<file path="src/rtl/taxi_pkg.sv">
// Purpose: shared state encoding and default tariff constants for the taxi fare engine.
// Latency: n/a (types and constants only).
// Backpressure: n/a.
package taxi_pkg;

    typedef enum logic [1:0] {
        ST_IDLE  = 2'd0,
        ST_DRIVE = 2'd1,
        ST_WAIT  = 2'd2,
        ST_HOLD  = 2'd3
    } state_t;

    localparam int DEF_CLK_FREQ      = 50_000_000;
    localparam int DEF_DEB_CYC       = 1_000_000;
    localparam int DEF_PW            = 20;
    localparam int DEF_BASE_FARE     = 80;
    localparam int DEF_BASE_HM       = 30;
    localparam int DEF_RATE_KM_DAY   = 20;
    localparam int DEF_RATE_KM_NIGHT = 30;
    localparam int DEF_WAIT_RATE     = 10;
    localparam int DEF_PRICE_MAX     = 999_999;

    localparam int HM_PER_KM   = 10;
    localparam int SEC_PER_MIN = 60;

    // One decimal place on the 6-digit display.
    localparam logic [5:0] POINT_MASK = 6'b000_010;

endpackage

</file>
<file path="src/rtl/key_debounce.sv">
// Purpose: debounce one active-low key into a single-cycle press flag.
// Latency: press flag 2 sync cycles + DEB_CYC low samples after the key falls.
// Backpressure: none; one flag per press, re-armed only once the key returns high.
//
// Ports: sys_clk/sys_rst (sync active-high), key_n (raw active-low key),
//        press (registered one-cycle pulse).
module key_debounce #(
    parameter int DEB_CYC = 1_000_000
) (
    input  logic sys_clk,
    input  logic sys_rst,
    input  logic key_n,
    output logic press
);

    localparam int CW = $clog2(DEB_CYC + 1);
    localparam logic [CW-1:0] CNT_FIRE = CW'(DEB_CYC - 1);
    // Counter parks one above the fire value so a held key cannot fire again.
    localparam logic [CW-1:0] CNT_TOP  = CW'(DEB_CYC);

    logic          sync1_q, sync2_q;
    logic [CW-1:0] cnt_q, cnt_d;
    logic          press_q, press_d;

    always_comb begin
        cnt_d   = cnt_q;
        press_d = 1'b0;
        if (sync2_q) begin
            cnt_d = '0;
        end else begin
            if (cnt_q != CNT_TOP) begin
                cnt_d = cnt_q + CW'(1);
            end
            press_d = (cnt_q == CNT_FIRE);
        end
    end

    always_ff @(posedge sys_clk) begin
        if (sys_rst) begin
            sync1_q <= 1'b1;
            sync2_q <= 1'b1;
            cnt_q   <= '0;
            press_q <= 1'b0;
        end else begin
            sync1_q <= key_n;
            sync2_q <= sync1_q;
            cnt_q   <= cnt_d;
            press_q <= press_d;
        end
    end

    assign press = press_q;

endmodule

</file>
<file path="src/rtl/taxi_fare_engine.sv">
// Purpose: taxi meter core - key debounce, trip FSM, distance/wait accumulation, fare.
// Latency: price registered one cycle after the counter it depends on changes.
// Backpressure: none; keys are sampled every cycle, outputs are always valid.
//
// Ports: sys_clk/sys_rst (sync active-high); pulse_port/stat_port/end_port active-low keys;
//        night_mode latched at trip start; price (0.1 yuan), point, sign, seg_en,
//        stat_led (FSM code), dist_led (toggles per accepted 100 m pulse).
module taxi_fare_engine
    import taxi_pkg::*;
#(
    parameter int CLK_FREQ      = DEF_CLK_FREQ,
    parameter int DEB_CYC       = DEF_DEB_CYC,
    parameter int PW            = DEF_PW,
    parameter int BASE_FARE     = DEF_BASE_FARE,
    parameter int BASE_HM       = DEF_BASE_HM,
    parameter int RATE_KM_DAY   = DEF_RATE_KM_DAY,
    parameter int RATE_KM_NIGHT = DEF_RATE_KM_NIGHT,
    parameter int WAIT_RATE     = DEF_WAIT_RATE,
    parameter int PRICE_MAX     = DEF_PRICE_MAX
) (
    input  logic          sys_clk,
    input  logic          sys_rst,
    input  logic          pulse_port,
    input  logic          stat_port,
    input  logic          end_port,
    input  logic          night_mode,
    output logic [PW-1:0] price,
    output logic [5:0]    point,
    output logic          sign,
    output logic          seg_en,
    output logic [1:0]    stat_led,
    output logic          dist_led
);

    localparam int TW  = (CLK_FREQ > 1) ? $clog2(CLK_FREQ) : 1;
    localparam int KFW = $clog2(HM_PER_KM);
    localparam int MFW = $clog2(SEC_PER_MIN);
    localparam int FW  = 2 * PW + 8;

    localparam logic [PW-1:0]  CNT_MAX   = '1;
    localparam logic [PW-1:0]  BASE_HM_C = PW'(BASE_HM);
    localparam logic [TW-1:0]  TICK_LAST = TW'(CLK_FREQ - 1);
    localparam logic [KFW-1:0] KM_LAST   = KFW'(HM_PER_KM - 1);
    localparam logic [MFW-1:0] MIN_LAST  = MFW'(SEC_PER_MIN - 1);

    logic pulse_p, stat_p, end_p;

    key_debounce #(.DEB_CYC(DEB_CYC)) u_deb_pulse (
        .sys_clk(sys_clk), .sys_rst(sys_rst), .key_n(pulse_port), .press(pulse_p));
    key_debounce #(.DEB_CYC(DEB_CYC)) u_deb_stat (
        .sys_clk(sys_clk), .sys_rst(sys_rst), .key_n(stat_port), .press(stat_p));
    key_debounce #(.DEB_CYC(DEB_CYC)) u_deb_end (
        .sys_clk(sys_clk), .sys_rst(sys_rst), .key_n(end_port), .press(end_p));

    state_t         state_q, state_d;
    logic           night_q, night_d;
    logic [PW-1:0]  dist_q, dist_d;
    logic [PW-1:0]  extra_km_q, extra_km_d;
    logic [KFW-1:0] km_frac_q, km_frac_d;    // hm beyond base, modulo one km
    logic [PW-1:0]  wait_s_q, wait_s_d;
    logic [PW-1:0]  wait_units_q, wait_units_d;
    logic [MFW-1:0] min_frac_q, min_frac_d;  // waiting seconds modulo one minute
    logic [TW-1:0]  tick_q, tick_d;
    logic           dist_led_q, dist_led_d;
    logic           seg_en_q;
    logic [PW-1:0]  price_q, price_d;
    logic           start;

    always_comb begin
        state_d      = state_q;
        night_d      = night_q;
        dist_d       = dist_q;
        extra_km_d   = extra_km_q;
        km_frac_d    = km_frac_q;
        wait_s_d     = wait_s_q;
        wait_units_d = wait_units_q;
        min_frac_d   = min_frac_q;
        tick_d       = tick_q;
        dist_led_d   = dist_led_q;
        start        = 1'b0;

        // end takes priority over stat wherever both are meaningful
        case (state_q)
            ST_IDLE:  if (stat_p) begin state_d = ST_DRIVE; start = 1'b1; end
            ST_DRIVE: if (end_p) state_d = ST_HOLD; else if (stat_p) state_d = ST_WAIT;
            ST_WAIT:  if (end_p) state_d = ST_HOLD; else if (stat_p) state_d = ST_DRIVE;
            ST_HOLD:  if (stat_p) begin state_d = ST_DRIVE; start = 1'b1; end
            default:  state_d = ST_IDLE;
        endcase

        // Pulses are judged on the state before any same-cycle transition.
        if (state_q == ST_DRIVE && pulse_p) begin
            dist_led_d = ~dist_led_q;
            if (dist_q != CNT_MAX) begin
                dist_d = dist_q + PW'(1);
                // New distance beyond base: every 10th hm starting at BASE_HM+1 opens a km.
                if (dist_q >= BASE_HM_C) begin
                    if (km_frac_q == '0 && extra_km_q != CNT_MAX) begin
                        extra_km_d = extra_km_q + PW'(1);
                    end
                    km_frac_d = (km_frac_q == KM_LAST) ? '0 : km_frac_q + KFW'(1);
                end
            end
        end

        if (state_q == ST_WAIT) begin
            if (tick_q == TICK_LAST) begin
                tick_d = '0;
                if (wait_s_q != CNT_MAX) begin
                    wait_s_d = wait_s_q + PW'(1);
                    // Second 60k+1 opens a new billed minute.
                    if (min_frac_q == '0 && wait_units_q != CNT_MAX) begin
                        wait_units_d = wait_units_q + PW'(1);
                    end
                    min_frac_d = (min_frac_q == MIN_LAST) ? '0 : min_frac_q + MFW'(1);
                end
            end else begin
                tick_d = tick_q + TW'(1);
            end
        end
        // Partial seconds are discarded whenever WAIT is left.
        if (state_d != ST_WAIT) begin
            tick_d = '0;
        end

        if (start) begin
            night_d      = night_mode;
            dist_d       = '0;
            extra_km_d   = '0;
            km_frac_d    = '0;
            wait_s_d     = '0;
            wait_units_d = '0;
            min_frac_d   = '0;
            tick_d       = '0;
        end
    end

    logic [FW-1:0] rate_w;
    logic [FW-1:0] fare_w;

    // Counters are frozen in HOLD, so recomputing there keeps price frozen too.
    always_comb begin
        rate_w  = night_q ? FW'(RATE_KM_NIGHT) : FW'(RATE_KM_DAY);
        fare_w  = FW'(BASE_FARE) + FW'(extra_km_q) * rate_w
                + FW'(wait_units_q) * FW'(WAIT_RATE);
        price_d = '0;
        if (state_q != ST_IDLE) begin
            price_d = (fare_w > FW'(PRICE_MAX)) ? PW'(PRICE_MAX) : fare_w[PW-1:0];
        end
    end

    always_ff @(posedge sys_clk) begin
        if (sys_rst) begin
            state_q      <= ST_IDLE;
            night_q      <= 1'b0;
            dist_q       <= '0;
            extra_km_q   <= '0;
            km_frac_q    <= '0;
            wait_s_q     <= '0;
            wait_units_q <= '0;
            min_frac_q   <= '0;
            tick_q       <= '0;
            dist_led_q   <= 1'b0;
            seg_en_q     <= 1'b0;
            price_q      <= '0;
        end else begin
            state_q      <= state_d;
            night_q      <= night_d;
            dist_q       <= dist_d;
            extra_km_q   <= extra_km_d;
            km_frac_q    <= km_frac_d;
            wait_s_q     <= wait_s_d;
            wait_units_q <= wait_units_d;
            min_frac_q   <= min_frac_d;
            tick_q       <= tick_d;
            dist_led_q   <= dist_led_d;
            seg_en_q     <= 1'b1;
            price_q      <= price_d;
        end
    end

    assign price    = price_q;
    assign point    = POINT_MASK;
    assign sign     = 1'b0;
    assign seg_en   = seg_en_q;
    assign stat_led = state_q;
    assign dist_led = dist_led_q;

endmodule

</file>
<file path="config.mk">
export PLATFORM = sky130hd
export DESIGN_NAME = taxi_fare_engine
export DESIGN_NICKNAME = d
export VERILOG_FILES = /design/src/rtl/taxi_pkg.sv /design/src/rtl/key_debounce.sv /design/src/rtl/taxi_fare_engine.sv
export SDC_FILE = /design/constraint.sdc
export NUM_CORES = 1
export LEC_CHECK = 0
export BUFFER_PORTS_ARGS = -buffer_cell sky130_fd_sc_hd__buf_2
export CAP_MARGIN = 20
export CORE_MARGIN = 2
export CORE_UTILIZATION = 42
export DETAILED_ROUTE_END_ITERATION = 6
export SLEW_MARGIN = 20
export SYNTH_ARGS = -nofsm -noshare
export SYNTH_HDL_FRONTEND = slang
export SYNTH_HIERARCHICAL = 1
export SYNTH_SLANG_ARGS = --single-unit
</file>
<file path="constraint.sdc">
create_clock -name sys_clk -period 13.5 [get_ports sys_clk]
set_input_delay 2.025 -clock sys_clk [delete_from_list [all_inputs] [get_ports sys_clk]]
set_output_delay 2.025 -clock sys_clk [all_outputs]
set_load 0.02 [all_outputs]
</file>
Yosys cells after proc, flatten, opt, wreduce, memory -nomap -nowiden

Cells that the tools add are included.

Register bits after elaboration: 210
Input port bits: 6
Output and inout bits: 31
Logic and storage cells: 93

$add $sub $neg: 12
$mul: 2
Magnitude comparators: 2
Equal/unequal tests: 17
Mux-type cells: 13
Bitwise gates (word level): 2
Reduce and logical (&&, ||, !) cells: 20

Operators by type and width:

| kind                                                                              | number |
|---|---|
| 20-bit by 1-bit adder with 20-bit output, second input constant                   | 7 |
| 20-bit inequality test, second input constant                                     | 7 |
| 20-bit equality test, second input constant                                       | 3 |
| 26-bit by 24-bit adder with 27-bit output                                         | 1 |
| 27-bit by 20-bit greater-than comparator with 1-bit output, second input constant | 1 |
| 26-bit by 1-bit adder with 26-bit output, second input constant                   | 1 |
| 7-bit by 25-bit adder with 26-bit output, first input constant                    | 1 |
| 26-bit equality test, second input constant                                       | 1 |
| 26-bit 2-to-1 mux                                                                 | 1 |
| 20-bit by 5-bit multiplier with 25-bit output                                     | 1 |
| 20-bit by 3-bit multiplier with 23-bit output, second input constant              | 1 |
| 20-bit by 5-bit >= comparator with 1-bit output, second input constant            | 1 |
| 20-bit 2-to-1 mux                                                                 | 1 |
| 2-bit OR reduction                                                                | 6 |
| 2-bit 2-to-1 mux                                                                  | 4 |
| 4-bit 2-to-1 mux                                                                  | 2 |
| 4-bit AND reduction                                                               | 2 |
| 6-bit by 1-bit adder with 6-bit output, second input constant                     | 1 |
| 6-bit equality test, second input constant                                        | 1 |
| 6-bit logical NOT                                                                 | 1 |
| 6-bit 2-to-1 mux                                                                  | 1 |
| 2-bit one-hot mux with 3 select lines                                             | 1 |
| 3-bit AND reduction                                                               | 2 |
| 3-bit OR reduction                                                                | 2 |
| 12 further kinds                                                                  | 18 |

Logic depth before layout (Yosys ltp)

Gate-level depths: netlist (run 1).

Depth after elaboration: 6
Gate-level depth with buffers: 29
Mapped depth without buffers: 27

Cells and area by module

Netlist (run 1), hierarchy kept.

Modules (own cells, without submodules):

| module           | times used | cells each | area each (um^2) | sequential area each (um^2) |
|---|---|---|---|---|
| taxi_fare_engine | 1          | 1220       | 10651.5          | 2822.7 |
| key_debounce     | 3          | 127        | 1081.0           | 460.4 |

Least setup slack after synthesis (run 1)

Ideal clock, no wire load.

Kind: reg-to-reg
Start: reg wait_units_q[1]
End: reg price_q[1], in the netlist price[1]
Library setup time: 115 ps
Arrival time: 6103 ps
Data required time: 13385 ps
Setup slack: 7282 ps
Stages on the path, launching flop included: 28
Path buffers: 2
Clock period less this slack: 6218 ps
Cell sequence: dfxtp_1 ha_1 ha_1 fa_1 a21oi_1 o2111ai_1 a31oi_1 o2111ai_1 a21oi_1 xnor2_1 ha_1 inv_1 fa_1 inv_1 fa_1 ha_1 ha_1 clkbuf_1 a211oi_1 o21bai_1 a21oi_1 o21bai_1 nor2_1 mux2i_1 o21ai_1 nand4bb_2 buf_6 o21a_1

Longest elaborated chain between the ends: 4

Ends and longest elaborated chain:

| item                                                       | line                    | text |
|---|---|---|
| from (decl)                                                | taxi_fare_engine.sv:61  | `logic [PW-1:0] wait_units_q, wait_units_d;` |
| from (signal assigned)                                     | taxi_fare_engine.sv:173 | `wait_units_q <= wait_units_d;` |
| 20-bit by 3-bit multiplier with 23-bit output              | taxi_fare_engine.sv:145 | `+ FW'(wait_units_q) * FW'(WAIT_RATE);` |
| 26-bit by 24-bit adder with 27-bit output                  | taxi_fare_engine.sv:145 |  |
| 27-bit by 20-bit greater-than comparator with 1-bit output | taxi_fare_engine.sv:148 | `price_d = (fare_w > FW'(PRICE_MAX)) ? PW'(PRICE_MAX) : fare_w[PW-1:0];` |
| 20-bit 2-to-1 mux                                          | taxi_fare_engine.sv:148 |  |
| to (signal assigned)                                       | taxi_fare_engine.sv:178 | `price_q <= price_d;` |
| to (decl)                                                  | taxi_fare_engine.sv:66  | `logic [PW-1:0] price_q, price_d;` |

No other way between the ends.
A chain may end at the register's enable or synchronous reset.

Worst setup path in the final report (run 1)

Start: reg wait_units_q[1]
End: reg price_q[13], in the netlist price[13]

Longest elaborated chain between the ends: 4

Ends and longest elaborated chain:

| item                                                       | line |
|---|---|
| 20-bit by 3-bit multiplier with 23-bit output *            | taxi_fare_engine.sv:145 |
| 26-bit by 24-bit adder with 27-bit output *                | taxi_fare_engine.sv:145 |
| 27-bit by 20-bit greater-than comparator with 1-bit output | taxi_fare_engine.sv:148 |
| 3-bit OR reduction (no source line)                        | - |

Mark *: on every way between the ends. The rest lies on a longest branch, timed or not.

==> qor_table.md, run 1 <==
| Result | Value |
|:---|:---|
| Result of the run | finished, final reports clean |
| Die outline height | 186 µm |
| Clock share of power | 53.8% |
| Worst setup startpoint | wait_units_q[1] |
| Area of the core region | 0.0325 mm² |
| Startpoint of the lowest-slack register-to-register path | wait_units_q[1] |
| Part of the power in registers | 45.3% |
| Drt total wl | 27600 µm |
| Total setup violations reported at the end of the flow | 0 |
| Dominant register cell in the synthesized netlist | sky130_fd_sc_hd__dfxtp_1 |
| Depth of the worst register-to-register path | 24 |
| Highest achievable clock rate | 140 MHz |
| Signal arrival time at the worst endpoint | 7.57 ns |
| Starting Density | 42.7% |
| TritonCTS sink count | 210 |
| Clock Tree Buf Depth | 3 |
| Period Utilization, post-route | 52.8% |
| Antenna Cells | 0 |
| Most prevalent standard cell on the critical path | sky130_fd_sc_hd__ha_1 |
| Family with the most delay on the worst path | adder cells |
| Number of nets still failing antenna checks after routing | 0 |
| Fraction of layout cells with a size suffix above 1 | 6.90% |
| Tightest slew margin relative to the limit | 40.8% |
| TritonCTS clock tree | done |
| Number of register bits inferred by synthesis | 210 |
| Final Slew Violations | 0 |
| Clock slew at reported path FFs | 0.06 ns |
| Reg-to-reg slack, setup | 6.37 ns |
| Total global routing track utilization | 16.5% |
| Worst Max-Slew Pin Slew | 0.885 ns |
| Peak supply drop | 0.0812 mV |
| Biggest fanout along the worst timing path | 12 |
| Root Buffer | sky130_fd_sc_hd__clkbuf_16 |
| Most used standard cells in the synthesized netlist | 210 x sky130_fd_sc_hd__dfxtp_1, 194 x sky130_fd_sc_hd__nor2_1, 141 x sky130_fd_sc_hd__inv_1 |
| Main area contributors after synthesis | sky130_fd_sc_hd__dfxtp_1 30%, sky130_fd_sc_hd__ha_1 11%, sky130_fd_sc_hd__fa_1 8.5% |
| Longest individual stage delay on the worst path | 0.56 ns |
| Setup skew after layout | 0.0121 ns |
| Detailed-routing iteration count for the pre-antenna-repair pass | 5 |
| Number of buffer and inverter instances along the worst setup path | 2 |
| Count of standard-cell rows | 66 |
| Number of buffers inserted for hold repair after clock tree synthesis | 0 |
| Worst Path Required | 13.94 ns |
| Kind of end point of the critical path | flop |
| Depth of the CTS H-tree | 1 |
| TNS Setup | 0 ns |
| Number of buffers inserted by post-CTS setup repair | 0 |
| IO Pins | 37 |
| WP depth | 24 |
| Number of antenna violations at the first check in global routing | 1 |
| Critical R2R Capture | price[13] |
| Warnings from Yosys | 6 |
| Final standard cell count with taps included and fillers excluded | 2079 |
| Sequential area share after synthesis | 30.3% |
| Comb pwr share | 0.9% |
| Post-synthesis cell type with the largest combined area | sky130_fd_sc_hd__dfxtp_1 |
| Power spent charging and discharging nets | 280 µW |
| Async SR Flop Fraction | 0% |
| Wire length of the first global-routing pass | 47900 µm |
| Leakage | 0.00640 µW |
| Unique masters post-synth | 75 |
| Number of global-route vias before repair | 10200 |
| Final HPWL DP | 20700 µm |
| GRT Residual Overflow | 0 |
| Final-report hold violation count | 0 |
| Resize count post-CTS | 0 |
| Total number of vias | 10800 |
| Width of the chip | 186 µm |
| Number of DRC markers after the initial detailed-route iteration | 471 |
| Routability-driven placement congestion ratio | 0.821 |
| Area share of the largest cell type after synthesis | 30.3% |
| Number of maximum-capacitance violations | 0 |
| Number of buffers created by CTS | 26 |
| Sw Ratio | 20.4% |
| Pin count of the biggest net entering global routing | 46 |
| Path class of the lowest-slack min-delay path | flop to flop |
| Crit Path Category | flop to flop |
| Post-synthesis instance area | 0.0139 mm² |
| RSZ-0062 raised after global routing | false |
| Power per standard cell area | 89.5 mW/mm² |
| Cell with the largest stage delay on the worst path | sky130_fd_sc_hd__nand4bb_2 |
| Sequence of cells on the critical path | ha_1 > ha_1 > fa_1 > a21oi_1 > o2111ai_1 > a31oi_1 > o2111ai_1 > a21oi_1 > xnor2_1 > ha_1 > inv_1 > fa_1 > inv_1 > fa_1 > ha_1 > ha_1 > a21o_1 > a2111oi_0 > a21oi_1 > o21ai_0 > xor2_1 > o21ai_1 > nand4bb_2 > nor4b_2 |
| Wire per inst | 13.3 µm |
| Syn Area/Cell | 8.68 µm² |
| Total DRC errors in the routed layout | 0 |
| CP endpoint | price[13] |
| Cell with the most instances after synthesis | sky130_fd_sc_hd__dfxtp_1 |
| Buffers on Ports | 29 |
| Period minus WS final | 7.13 ns |
| Count of mapped cells out of synthesis | 1601 |
| Number of cells in the design after placement | 2032 |
| Cell-internal power | 1090 µW |
| Die area | 0.0346 mm² |
| Clock latency at the later pin of the worst-skew pair | 0.53 ns |
| Layout-stage area growth over the synthesis result | 10.4% |
| Drt via density | 5.18 |
| Final-stage net count | 1807 |
| Fillers | 3221 |
| Sort of element at the start of the critical path | flop |
| Number of synthesized flops with an enable pin | 0 |
[cells in the final DEF (no fill, tap or decap), types with 11 or more instances in the layout]
cell type,instances
sky130_fd_sc_hd__and2_1,21
sky130_fd_sc_hd__fa_1,59
sky130_fd_sc_hd__buf_2,29
sky130_fd_sc_hd__or3_1,27
sky130_fd_sc_hd__nand4_1,44
sky130_fd_sc_hd__xor2_1,76
sky130_fd_sc_hd__inv_1,141
sky130_fd_sc_hd__a21oi_1,65
sky130_fd_sc_hd__a21o_1,11
sky130_fd_sc_hd__nand3_1,59
sky130_fd_sc_hd__clkbuf_16,27
sky130_fd_sc_hd__a31oi_1,16
sky130_fd_sc_hd__dfxtp_1,210
sky130_fd_sc_hd__o21ai_0,55
sky130_fd_sc_hd__and3_1,23
sky130_fd_sc_hd__nand2_1,112
sky130_fd_sc_hd__nor2_1,194
sky130_fd_sc_hd__or2_2,13
sky130_fd_sc_hd__nor3_1,36
sky130_fd_sc_hd__nor4_1,29
sky130_fd_sc_hd__nand2b_1,12
sky130_fd_sc_hd__ha_1,124
sky130_fd_sc_hd__xnor2_1,81
[cell type report]
cell class | instances | area [µm²] | share of cell area, %
Tap cell | 442 | 553 | 3.60
Inverter | 141 | 529 | 3.45
Timing Repair Buffer | 30 | 153 | 0.995
Sequential cell | 210 | 4200 | 27.4
Clock buffer | 38 | 807 | 5.26
Multi-Input combinational cell | 1209 | 8970 | 58.5
Clock inverter | 9 | 125 | 0.815
[worst min-delay path by stage]
stage / from / slack, ns / cells after the start / end
detailed placement: u_deb_end/sync1_q / 0.40 / 1 / u_deb_end/sync2_q
global route: u_deb_end/sync1_q / 0.42 / 1 / u_deb_end/sync2_q
finish: u_deb_end/sync1_q / 0.41 / 1 / u_deb_end/sync2_q
global placement: u_deb_pulse/sync1_q / 0.40 / 1 / u_deb_pulse/sync2_q
floorplan: u_deb_end/sync1_q / 0.39 / 1 / u_deb_end/sync2_q
CTS: u_deb_end/sync1_q / 0.41 / 1 / u_deb_end/sync2_q
[worst register-to-register path, stage by stage (launching register included)]
cell                        delay, ns
sky130_fd_sc_hd__dfxtp_1         0.46
sky130_fd_sc_hd__ha_1            0.28
sky130_fd_sc_hd__ha_1            0.22
sky130_fd_sc_hd__fa_1            0.41
sky130_fd_sc_hd__a21oi_1         0.29
sky130_fd_sc_hd__o2111ai_1       0.16
sky130_fd_sc_hd__a31oi_1         0.33
sky130_fd_sc_hd__o2111ai_1       0.24
sky130_fd_sc_hd__a21oi_1         0.26
sky130_fd_sc_hd__xnor2_1         0.10
sky130_fd_sc_hd__ha_1            0.28
sky130_fd_sc_hd__inv_1           0.04
sky130_fd_sc_hd__fa_1            0.47
sky130_fd_sc_hd__inv_1           0.06
sky130_fd_sc_hd__fa_1            0.42
sky130_fd_sc_hd__ha_1            0.29
sky130_fd_sc_hd__ha_1            0.40
sky130_fd_sc_hd__a21o_1          0.22
sky130_fd_sc_hd__a2111oi_0       0.41
sky130_fd_sc_hd__a21oi_1         0.22
sky130_fd_sc_hd__o21ai_0         0.24
sky130_fd_sc_hd__xor2_1          0.18
sky130_fd_sc_hd__o21ai_1         0.14
sky130_fd_sc_hd__nand4bb_2       0.56
sky130_fd_sc_hd__nor4b_2         0.36
[power groups by stage]
| stage | clock network, µW | registers (µW) | logic, µW |
|---|---|---|---|
| finish | 738 | 622 | 12.5 |
| global route | 786 | 622 | 14.1 |
| detailed placement | 0 | 635 | 12.7 |
| CTS | 760 | 622 | 12.7 |
| global placement | 0 | 635 | 12.7 |
| floorplan | 0 | 635 | 10.5 |
[state kept, by name (all words and copies together), names as in the netlist, 4 cells and up]
signal,count
min_frac_q,6
extra_km_q,20
dist_q,20
wait_s_q,20
u_deb_stat/cnt_q,20
tick_q,26
wait_units_q,20
km_frac_q,4
u_deb_end/cnt_q,20
u_deb_pulse/cnt_q,20
price,20
[metrics by stage]
step | hold slack (ns) | area, µm² | total power, µW | utilization [%] | worst slack [ns]
2_1_floorplan | 0.389 | 13900 | 646 | - | 7.28
3_3_place_gp | 0.395 | 14400 | 648 | 44.3 | 6.63
3_5_place_dp | 0.395 | 14400 | 648 | 44.3 | 6.49
4_1_cts | 0.410 | 15300 | 1390 | 47.2 | 6.40
5_1_grt | 0.416 | 15300 | 1420 | 47.2 | 5.81
6_report | 0.409 | 15300 | 1370 | 47.2 | 6.37
[metal layers]
layer / vias to the layer above / part of all wire (%) / routed length, µm / global-route usage, %
met4: 2 / 1.6 / 441 / 3.69
met5: - / 0.047 / 13 / 0
li1: 5542 / - / - / -
met3: 31 / 3.0 / 821 / 2.60
met2: 94 / 47 / 12900 / 27.9
met1: 5092 / 49 / 13400 / 22.0
[cell families after synthesis]
| family | after synthesis | share of synthesized area [%] |
|---|---|---|
| buf+inv | 187 | 5.32 |
| mux | 5 | 0.360 |
| simple gates | 642 | 24.6 |
| fa+ha+maj | 183 | 19.7 |
| other cells | 2 | 0.0540 |
| flops | 210 | 30.3 |
| xor+xnor | 157 | 9.90 |
| compound gates | 215 | 9.85 |
Power figures use the tool's default switching activity.
==> run 2, diff against run 1 <==
clock period = 6.8 ns   (was 13.5 ns; I/O delays follow)
==> run 2 against run 1 <==
Against the previous run:
- worst hold slack better by 0.0035 ns
- sequential share of layout area up 0.10 points
- final cell count about the same
- sequential cell count stayed put
- first-iteration DRC count down 10%
- count of clock-buffer cells in the layout stayed put
- clock power rose by 67%
- register-to-register slack worse by 6.0 ns
- total power rose by 82%
- clock skew up 0.0014 ns
- critical endpoint unchanged
- largest power group is now registers
==> qor_table.md, run 2 (synthesized netlist as in run 1, its figures left out) <==
| Result | Value |
|:---|:---|
| TritonCTS sink count | 210 |
| TritonCTS clock tree | done |
| Kind of end point of the critical path | flop |
| Total non-filler cell area in the finished layout | 0.0153 mm² |
| Total DRC errors in the routed layout | 0 |
| Final standard cell count with taps included and fillers excluded | 2080 |
| Root Buffer | sky130_fd_sc_hd__clkbuf_16 |
| Start point of the worst hold path | u_deb_pulse/sync1_q |
| Buffers on Ports | 29 |
| IO Pins | 37 |
| Setup slack after layout | 0.321 ns |
| Top register by number of flip-flops | tick_q |
| Peak supply drop | 0.183 mV |
| Worst Max-Slew Pin Slew | 0.826 ns |
| Result of the run | finished, final reports clean |
| Routability-driven placement congestion ratio | 0.810 |
| Pin count of the biggest net entering global routing | 76 |
| Wire per inst | 13.2 µm |
| Total setup violations reported at the end of the flow | 0 |
| Leakage | 0.00636 µW |
| Final Slew Violations | 0 |
| Detailed-routing iteration count for the pre-antenna-repair pass | 4 |
| Number of antenna violations at the first check in global routing | 1 |
| Number of DRC markers after the initial detailed-route iteration | 424 |
| Layout-stage area growth over the synthesis result | 10.1% |
| Worst Hold Depth | 1 |
| Number of cells in the design after placement | 2038 |
| Antenna Cells | 0 |
| Tightest slew margin relative to the limit | 44.5% |
| Area of the core region | 0.0325 mm² |
| Final HPWL DP | 20500 µm |
| Core utilization of the finished layout | 47.0% |
| Most common cell after layout, fill and taps aside | sky130_fd_sc_hd__dfxtp_1 |
| Width of the chip | 186 µm |
| Wire length of the first global-routing pass | 46400 µm |
| Post-placement cell area | 0.0145 mm² |
| Number of buffers created by CTS | 25 |
| Die outline height | 186 µm |
| Drt via density | 5.14 |
| Number of maximum-capacitance violations | 0 |
| Sort of element at the start of the critical path | flop |
| Flip-flop count of the largest register after layout | 26 |
| Most prevalent standard cell on the critical path | sky130_fd_sc_hd__ha_1 |
| Family with the most delay on the worst path | adder cells |
| Highest achievable clock rate | 154 MHz |
| Cell with the largest stage delay on the worst path | sky130_fd_sc_hd__or4b_4 |
| Worst setup slack before clock tree synthesis | 0.172 ns |
| Setup skew after layout | 0.0135 ns |
| Drt total wl | 27400 µm |
| Fillers | 3223 |
| Reg-to-reg slack, setup | 0.32 ns |
| Number of buffer and inverter instances along the worst setup path | 3 |
| Clock latency at the later pin of the worst-skew pair | 0.54 ns |
| Number of buffers inserted for hold repair after clock tree synthesis | 0 |
| Power per standard cell area | 163 mW/mm² |
| Depth of the worst register-to-register path | 27 |
| Depth of the CTS H-tree | 1 |
| Clock slew at reported path FFs | 0.05 ns |
| Count of standard-cell rows | 66 |
| Crit Path Category | flop to flop |
| Final-report hold violation count | 0 |
| Biggest fanout along the worst timing path | 12 |
| Fraction of layout cells with a size suffix above 1 | 7.63% |
| Number of global-route vias before repair | 10100 |
| Period minus WS final | 6.48 ns |
| Number of nets still failing antenna checks after routing | 0 |
| Worst Hold Endpoint | u_deb_pulse/sync2_q |
| Total global routing track utilization | 15.9% |
| Starting Density | 42.7% |
| Critical R2R Capture | price[13] |
| Path class of the lowest-slack min-delay path | flop to flop |
| Longest individual stage delay on the worst path | 0.57 ns |
| RSZ-0062 raised after global routing | true |
| Total number of vias | 10700 |
| Startpoint of the lowest-slack register-to-register path | wait_units_q[1] |
| Signal arrival time at the worst endpoint | 6.88 ns |
| Worst Path Required | 7.20 ns |
| GRT Residual Overflow | 0 |
| Die area | 0.0346 mm² |
| Commonest non-fill, non-tap cells in the layout | 208 x sky130_fd_sc_hd__dfxtp_1, 193 x sky130_fd_sc_hd__nor2_1, 141 x sky130_fd_sc_hd__inv_1, 124 x sky130_fd_sc_hd__ha_1, 112 x sky130_fd_sc_hd__nand2_1 |
| Final-stage net count | 1812 |
| Clock Tree Buf Depth | 3 |
| Period Utilization, post-route | 95.3% |
==> run 2: worst max path at each step <==
stage,start,cells after the start,endpoint,slack [ns]
2_1_floorplan,wait_units_q[1],27,price[1],0.58
3_3_place_gp,wait_units_q[1],25,price[13],0.24
3_5_place_dp,wait_units_q[1],27,price[13],0.17
4_1_cts,wait_units_q[1],27,price[13],0.1
5_1_grt,wait_units_q[1],28,price[6],-0.05
6_report,wait_units_q[1],27,price[13],0.32
==> run 2: cell type report <==
class / count / area (µm²) / share of cell area, %
inverters: 141 / 529 / 3.46
multi-input cells: 1209 / 9050 / 59.2
flip-flops and latches: 210 / 4210 / 27.5
well taps: 442 / 553 / 3.62
clock inverters: 4 / 42.5 / 0.278
repair buffers: 36 / 201 / 1.32
clock buffers: 38 / 714 / 4.67
==> run 2: per-stage QoR <==
stage / setup TNS [ns] / hold WS (ns) / total power (µW)
final: 0 / 0.412 / 2490
after detailed placement: 0 / 0.401 / 1290
after floorplan: 0 / 0.389 / 1280
after global routing: -0.0636 / 0.427 / 2590
after CTS: 0 / 0.418 / 2540
after global placement: 0 / 0.395 / 1290
==> run 2: report_power, final <==
group	total, µW	internal (µW)	switching [µW]
clock	1230	722	512
sequential	1230	1230	1.41
combinational	24.3	4.63	19.7
==> run 2: metal layers <==
metal	up-vias	track usage, %	wire, µm
met5	-	0	16
met4	2	3.53	514
met2	79	27.4	12800
met1	5030	21.0	13300
met3	32	2.41	709
li1	5539	-	-
==> run 2: repair_timing <==
item	4_1_cts	5_1_grt
hold endpoints to repair	0	0
gates resized for setup	0	25
setup endpoints to repair	0	20
buffers inserted	0	0
==> run 2: worst reg2reg max path: stages (launching register included) <==
cell and delay (ns):
sky130_fd_sc_hd__dfxtp_1 0.31, sky130_fd_sc_hd__ha_1 0.29, sky130_fd_sc_hd__ha_1 0.23, sky130_fd_sc_hd__fa_1 0.42, sky130_fd_sc_hd__a21oi_2 0.21, sky130_fd_sc_hd__o2111ai_1 0.18, sky130_fd_sc_hd__a31oi_2 0.30, sky130_fd_sc_hd__nor2_1 0.07
sky130_fd_sc_hd__o21a_1 0.17, sky130_fd_sc_hd__nor2_1 0.11, sky130_fd_sc_hd__xnor2_1 0.13, sky130_fd_sc_hd__ha_1 0.25, sky130_fd_sc_hd__inv_1 0.07, sky130_fd_sc_hd__fa_1 0.43, sky130_fd_sc_hd__fa_1 0.55, sky130_fd_sc_hd__inv_1 0.04
sky130_fd_sc_hd__ha_1 0.28, sky130_fd_sc_hd__ha_1 0.35, sky130_fd_sc_hd__a21oi_1 0.16, sky130_fd_sc_hd__nand2_1 0.10, sky130_fd_sc_hd__o22ai_2 0.27, sky130_fd_sc_hd__nor2_1 0.13, sky130_fd_sc_hd__a31oi_1 0.23, sky130_fd_sc_hd__xor2_1 0.13
sky130_fd_sc_hd__or4b_4 0.57, sky130_fd_sc_hd__nand4bb_2 0.13, sky130_fd_sc_hd__buf_6 0.18, sky130_fd_sc_hd__nor4b_2 0.07
